**config.mk**
```make
export PLATFORM = sky130hd
export DESIGN_NAME = video_mode_ctrl
export DESIGN_NICKNAME = d
export VERILOG_FILES = /design/src/rtl/video_mode_ctrl.sv
export SDC_FILE = /design/constraint.sdc
export NUM_CORES = 1
export LEC_CHECK = 0
export ABC_AREA = 1
export BUFFER_PORTS_ARGS = -buffer_cell sky130_fd_sc_hd__clkbuf_2
export CAP_MARGIN = 10
export CORE_MARGIN = 2
export CORE_UTILIZATION = 40
export CTS_CLUSTER_SIZE = 28
export DETAILED_ROUTE_END_ITERATION = 10
export GPL_TIMING_DRIVEN = 0
export PLACE_DENSITY = 0.63
export SETUP_SLACK_MARGIN = 0.05
export SLEW_MARGIN = 20
export SYNTH_ARGS = -nofsm -noshare
export SYNTH_HDL_FRONTEND = slang
export SYNTH_SLANG_ARGS = --single-unit
```
**constraint.sdc**
```tcl
create_clock -name clock -period 3.6 [get_ports clock]
set_input_delay 0.9 -clock clock [delete_from_list [all_inputs] [get_ports clock]]
set_output_delay 0.9 -clock clock [all_outputs]
set_load 0.01 [all_outputs]
```
**src/rtl/video_mode_ctrl.sv**
```systemverilog
// Input video mode detector and lock controller: classifies incoming frames, locks after
// a run of matching frames, and hands the new mode to the output side via req/ack.
// Optional diagnostic counters on status are built when VIDEO_MODE_CTRL_STATUS_EN is defined.
module video_mode_ctrl #(
    parameter int          STABLE_FRAMES = 4,
    parameter logic [31:0] FRAME_TIMEOUT = 32'd4_000_000,
    parameter int          LEN_TOL       = 2
) (
    input  logic        clock,
    input  logic        reset,
    input  logic        frame_strobe,
    input  logic [23:0] timing_info,
    input  logic        input_lost,
    input  logic        user_line_doubler,
    input  logic        user_test_pattern,
    input  logic        reconf_ack,
    output logic        line_doubler,
    output logic        generate_video,
    output logic        generate_timing,
    output logic [1:0]  mode,
    output logic        locked,
    output logic        reconf_req,
    output logic [23:0] status,
    output logic [1:0]  debug_state,
    output logic [3:0]  debug_match_cnt
);

    typedef enum logic [1:0] {
        NO_SIGNAL = 2'd0,
        ACQUIRE   = 2'd1,
        RECONF    = 2'd2,
        LOCKED    = 2'd3
    } state_t;

    localparam logic [11:0] TOL      = 12'(LEN_TOL);
    localparam logic [3:0]  LOCK_CNT = 4'(STABLE_FRAMES - 1);

    state_t      state, state_n;
    logic [3:0]  match_cnt, match_cnt_n;
    logic [1:0]  ref_cls, ref_cls_n;
    logic [11:0] ref_len, ref_len_n;
    logic [31:0] to_cnt;

    logic [1:0]  cur_cls;
    logic [11:0] cur_len;
    logic [11:0] len_diff;
    logic [3:0]  cnt_inc;
    logic        frame_match;
    logic        timeout_hit;

    function automatic logic [1:0] classify(input logic [11:0] lines);
        case (lines)
            12'd262: classify = 2'd2;
            12'd524: classify = 2'd0;
            12'd624: classify = 2'd1;
            default: classify = 2'd3;
        endcase
    endfunction

    assign cur_cls     = classify(timing_info[11:0]);
    assign cur_len     = timing_info[23:12];
    assign len_diff    = (cur_len >= ref_len) ? (cur_len - ref_len) : (ref_len - cur_len);
    assign frame_match = (cur_cls == ref_cls) && (cur_cls != 2'd3) && (len_diff <= TOL);
    assign cnt_inc     = match_cnt + 4'd1;
    assign timeout_hit = (to_cnt >= FRAME_TIMEOUT);

    // The reference class/length is only replaced by a non-matching frame, so a slow
    // drift in line length is judged against the frame that started the run.
    always_comb begin
        state_n     = state;
        match_cnt_n = match_cnt;
        ref_cls_n   = ref_cls;
        ref_len_n   = ref_len;
        if (input_lost) begin
            state_n = NO_SIGNAL;
        end else if (timeout_hit && !frame_strobe) begin
            state_n = NO_SIGNAL;
        end else begin
            case (state)
                NO_SIGNAL: begin
                    if (frame_strobe) begin
                        state_n   = ACQUIRE;
                        ref_cls_n = cur_cls;
                        ref_len_n = cur_len;
                    end
                end
                ACQUIRE: begin
                    if (frame_strobe) begin
                        if (frame_match) begin
                            if (cnt_inc >= LOCK_CNT) state_n = RECONF;
                            else                     match_cnt_n = cnt_inc;
                        end else begin
                            match_cnt_n = 4'd0;
                            ref_cls_n   = cur_cls;
                            ref_len_n   = cur_len;
                        end
                    end
                end
                RECONF: begin
                    if (reconf_ack) state_n = LOCKED;
                end
                LOCKED: begin
                    if (frame_strobe && !frame_match) begin
                        state_n   = ACQUIRE;
                        ref_cls_n = cur_cls;
                        ref_len_n = cur_len;
                    end else if (user_line_doubler != line_doubler) begin
                        state_n = RECONF;
                    end
                end
                default: state_n = NO_SIGNAL;
            endcase
        end
        if (state_n != ACQUIRE) match_cnt_n = 4'd0;
    end

    // reconf_req rises together with RECONF entry and stays high until the cycle after
    // reconf_ack is sampled in RECONF; an ack seen in any other state has no effect.
    always_ff @(posedge clock) begin
        if (!reset) begin
            state           <= NO_SIGNAL;
            match_cnt       <= 4'd0;
            ref_cls         <= 2'd3;
            ref_len         <= 12'd0;
            to_cnt          <= 32'd0;
            mode            <= 2'd3;
            line_doubler    <= 1'b0;
            locked          <= 1'b0;
            reconf_req      <= 1'b0;
            generate_video  <= 1'b1;
            generate_timing <= 1'b1;
        end else begin
            state           <= state_n;
            match_cnt       <= match_cnt_n;
            ref_cls         <= ref_cls_n;
            ref_len         <= ref_len_n;
            if (frame_strobe)                  to_cnt <= 32'd0;
            else if (to_cnt != 32'hFFFF_FFFF)  to_cnt <= to_cnt + 32'd1;
            locked          <= (state_n == LOCKED);
            reconf_req      <= (state_n == RECONF);
            generate_timing <= (state_n != LOCKED);
            generate_video  <= (state_n == LOCKED) ? user_test_pattern : 1'b1;
            if (state_n == RECONF && state != RECONF) begin
                mode         <= ref_cls;
                line_doubler <= user_line_doubler;
            end
        end
    end

    assign debug_state     = state;
    assign debug_match_cnt = match_cnt;

`ifdef VIDEO_MODE_CTRL_STATUS_EN
    logic [7:0]  loss_cnt;
    logic [11:0] frame_cnt;

    // A lock loss is leaving LOCKED for anything but a reconfiguration.
    always_ff @(posedge clock) begin
        if (!reset) begin
            loss_cnt  <= 8'd0;
            frame_cnt <= 12'd0;
        end else begin
            if (frame_strobe) frame_cnt <= frame_cnt + 12'd1;
            if (state == LOCKED && (state_n == NO_SIGNAL || state_n == ACQUIRE) &&
                loss_cnt != 8'hFF)
                loss_cnt <= loss_cnt + 8'd1;
        end
    end

    assign status = {loss_cnt, frame_cnt, 2'b00, debug_state};
`else
    assign status = 24'd0;
`endif

endmodule

```
==> out/qor.txt <==
Final nets -> 945
Hpwl dp -> 9180 um
First-pass GRT wire length -> 19500 um
DIE WIDTH -> 116 um
Clock Root Buffer -> clkbuf_16
Status -> finished, final reports clean
H-tree Lvls -> 3
Design Area, Final -> 5820 sq um
Drt first pass iters -> 5
Core area -> 12100 sq um
Reg-to-reg slack, setup -> 780 ps
Post-route ant nets -> 0
Total negative slack -> 0 ps
Worst Hold Class -> reg -> reg
Slew @ Worst Pin -> 847 ps
Avg WL per Cell -> 10.7 um
Post-CTS Setup Bufs -> 0
Crit-path slowest cell -> fa_1
DRC viols -> 0
Antenna cells -> 0
Most common cell in the netlist -> nand2_1
Vias in the first global route -> 4404
Die footprint -> 13400 sq um
FF-to-FF Start -> ref_len[0]$_SDFFE_PN0P_
Power Density -> 358 nW/um^2
Fill count -> 1296
#FFs+latches synth -> 59
Most instantiated cells after synthesis -> 205 x nand2_1, 160 x inv_1, 59 x dfxtp_1, 59 x nor2_1, 53 x nand3_1
CP Launch Point -> timing_info[12]
Grt total ovfl -> 0
Ys async rst share -> 0%
Most area-consuming cells after synthesis -> dfxtp_1 24%, nand2_1 15%, inv_1 12%, ha_1 6.7%, nand3_1 5.3%
Critical Path AT -> 3510 ps
End of the worst register-to-register path -> ref_len[9]$_SDFFE_PN0P_
CTS Buf Count -> 9
CP Launch Type -> input port
Final-report hold violation count -> 0
Max Root-Sink Buffers -> 2
RSZ-0062 raised after global routing -> false
Critical path buffers and inverters -> 5
Worst-path cell chain -> clkbuf_2 -> inv_1 -> ha_1 -> fa_1 -> inv_1 -> nand3_1 -> nand3_1 -> nand2_4 -> nand3_4 -> nand2_1 -> nand2_1 -> nand3_1 -> nor2_2 -> nand3_2 -> inv_2 -> o21ai_2 -> nand2_4 -> buf_6 -> o21ai_1 -> a21oi_2
CTS Sinks -> 59
Tcrit/Tclk final -> 89.9%
Reg2Reg Depth -> 18
# setup viols final -> 0
Synth Warn # -> 0
Max-Cap Viols -> 0
Crit-path leading delay family -> simple AND/OR/NAND/NOR gates
Setup crit end -> ref_len[9]$_SDFFE_PN0P_
Routed vias -> 4782
Mapped Cells -> 809
Crit-path max FO -> 10
Clock tree from TritonCTS -> yes
Share of the synthesized area in the top cell type -> 23.6%
DRT Wirelength -> 11300 um
Relative slew slack -> 43.3%
Kind of critical path -> in -> reg
Hold_buf cts -> 0
Worst Skew -> 6.43 ps
Synthesized area -> 5010 sq um
Total I/O pin count -> 68
Share of layout cells above drive strength 1 -> 15.8%
Max-slew violations -> 0
Critical Path Stages -> 20
Slowest stage delay, CP -> 460 ps
Area Growth Syn to Fin -> 16.2%
Count of different cell masters after synthesis -> 45
GRT Total Usage -> 18.0%
Initial Util -> 41.3%
Clock slew at reported path FFs -> 60 ps
DRC marker count from the first detailed-route iteration -> 326
Vias/cell -> 4.52
Avg Cell Area, Syn -> 6.19 sq um
Data required time of the critical path -> 3870 ps
Die H -> 116 um
Synth area leader -> dfxtp_1
Rows -> 40
Period minus WS final -> 3230 ps
Register area share after synthesis -> 23.6%
Max VDD drop -> 0.268 mV
Max Clk Rate -> 309 MHz
Routability cong. -> 0.886
Post_cts resized -> 0
Initial antenna violation count -> 0
Largest net degree at the start of global routing -> 11
Worst skew pair latency -> 330 ps
Number of flops mapped to enable cells by yosys -> 0
Crit path capture type -> flop
Leak -> 3.12 nW
Number of buffers inserted by port buffering -> 42
Most used cell along the critical path -> nand3_1
Dpl cell area -> 5510 sq um
Most common flop cell mapped by yosys -> dfxtp_1
[sequential cells by signal, summed over array words and instances, names as in the netlist]
signal,flops
debug_match_cnt,4
debug_state,2
generate_timing,1
generate_video,1
line_doubler,1
locked,1
mode,2
reconf_req,1
ref_cls,2
ref_len,12
to_cnt,32
[layout by cell type (no fill, tap or decap), drive strengths merged, types with 2 or more instances in the layout]
cell type and instances:
ha 27, nand3 58, nor2 67, nand3b 4
clkinv 5, a21oi 51, dfxtp 59, o21ai 32
conb 24, nand4 17, nor3b 2, fa 2
nor3 26, clkbuf 57, xor2 14, buf 29
inv 168, a21o 2, xnor2 7, nand2 226
nor4 5
[per-stage QoR]
step / instances / setup slack (ps) / utilization [%] / power, mW / hold slack [ps]
floorplan: 832 / 508 / - / 1.10 / 442
global placement: 1042 / 68.5 / 45.5 / 1.21 / 449
detailed placement: 1042 / 36.0 / 45.5 / 1.22 / 444
CTS: 1058 / 384 / 48.0 / 2.11 / 457
global route: 1058 / 105 / 48.0 / 2.22 / 474
finish: 1058 / 365 / 48.0 / 2.08 / 453
[kinds of logic (layout without fill, tap and decap cells)]
logic type / Yosys count / count (layout) / share of synthesized area [%]
simple gates: 407 / 407 / 37.6
fa+ha+maj: 29 / 29 / 7.55
xor+xnor: 21 / 21 / 3.67
buf+inv: 202 / 260 / 17.5
other cells: 1 / 24 / 0.0749
compound gates: 90 / 90 / 10.0
flops: 59 / 59 / 23.6
[power by group]
part           internal (mW)  switching [mW]  leakage, nW
Clock                  0.572           0.309        0.153
Sequential             0.672          0.0120        0.479
Combinational          0.191           0.327         2.49
Total                   1.43           0.648         3.12
[layer usage]
layer  GRT usage [%]  part of all wire (%)  up-vias
li1                -                     -     2631
met1            22.6                    47     2040
met2            30.5                    46       96
met3            4.76                   4.7       15
met4            5.16                   1.5        0
met5               0                     0        -
[final cells by class]
cell class	instances	area (sq um)	area share, %
plain buffers	32	234	4.02
clock buffers	12	256	4.41
clock inverters	4	48.8	0.839
inverters	170	643	11.1
multi-input cells	571	3040	52.2
flip-flops and latches	59	1180	20.3
well taps	168	210	3.61
repair buffers	42	210	3.61
[worst register-to-register path, cell delays in order, from the launching register on]
cell and delay (ps):
dfxtp_1 310, ha_1 210, fa_1 460, inv_1 140, nand3_1 80, nand3_1 130
nand2_4 90, nand3_4 120, nand2_1 70, nand2_1 100, nand3_1 110, nor2_2 120
nand3_2 140, inv_2 100, o21ai_2 60, nand2_4 150, buf_6 180, o21ai_1 90
a21oi_2 100
[worst min path at each step]
stage | startpoint | end | cells after the start
floorplan | ref_len[11]$_SDFFE_PN0P_ | ref_len[11]$_SDFFE_PN0P_ | 2
global placement | mode[0]$_SDFFE_PN1P_ | mode[0]$_SDFFE_PN1P_ | 2
detailed placement | mode[0]$_SDFFE_PN1P_ | mode[0]$_SDFFE_PN1P_ | 2
CTS | mode[0]$_SDFFE_PN1P_ | mode[0]$_SDFFE_PN1P_ | 2
global route | mode[0]$_SDFFE_PN1P_ | mode[0]$_SDFFE_PN1P_ | 2
finish | mode[0]$_SDFFE_PN1P_ | mode[0]$_SDFFE_PN1P_ | 2
Note: power is estimated with default switching activity, not from simulation.
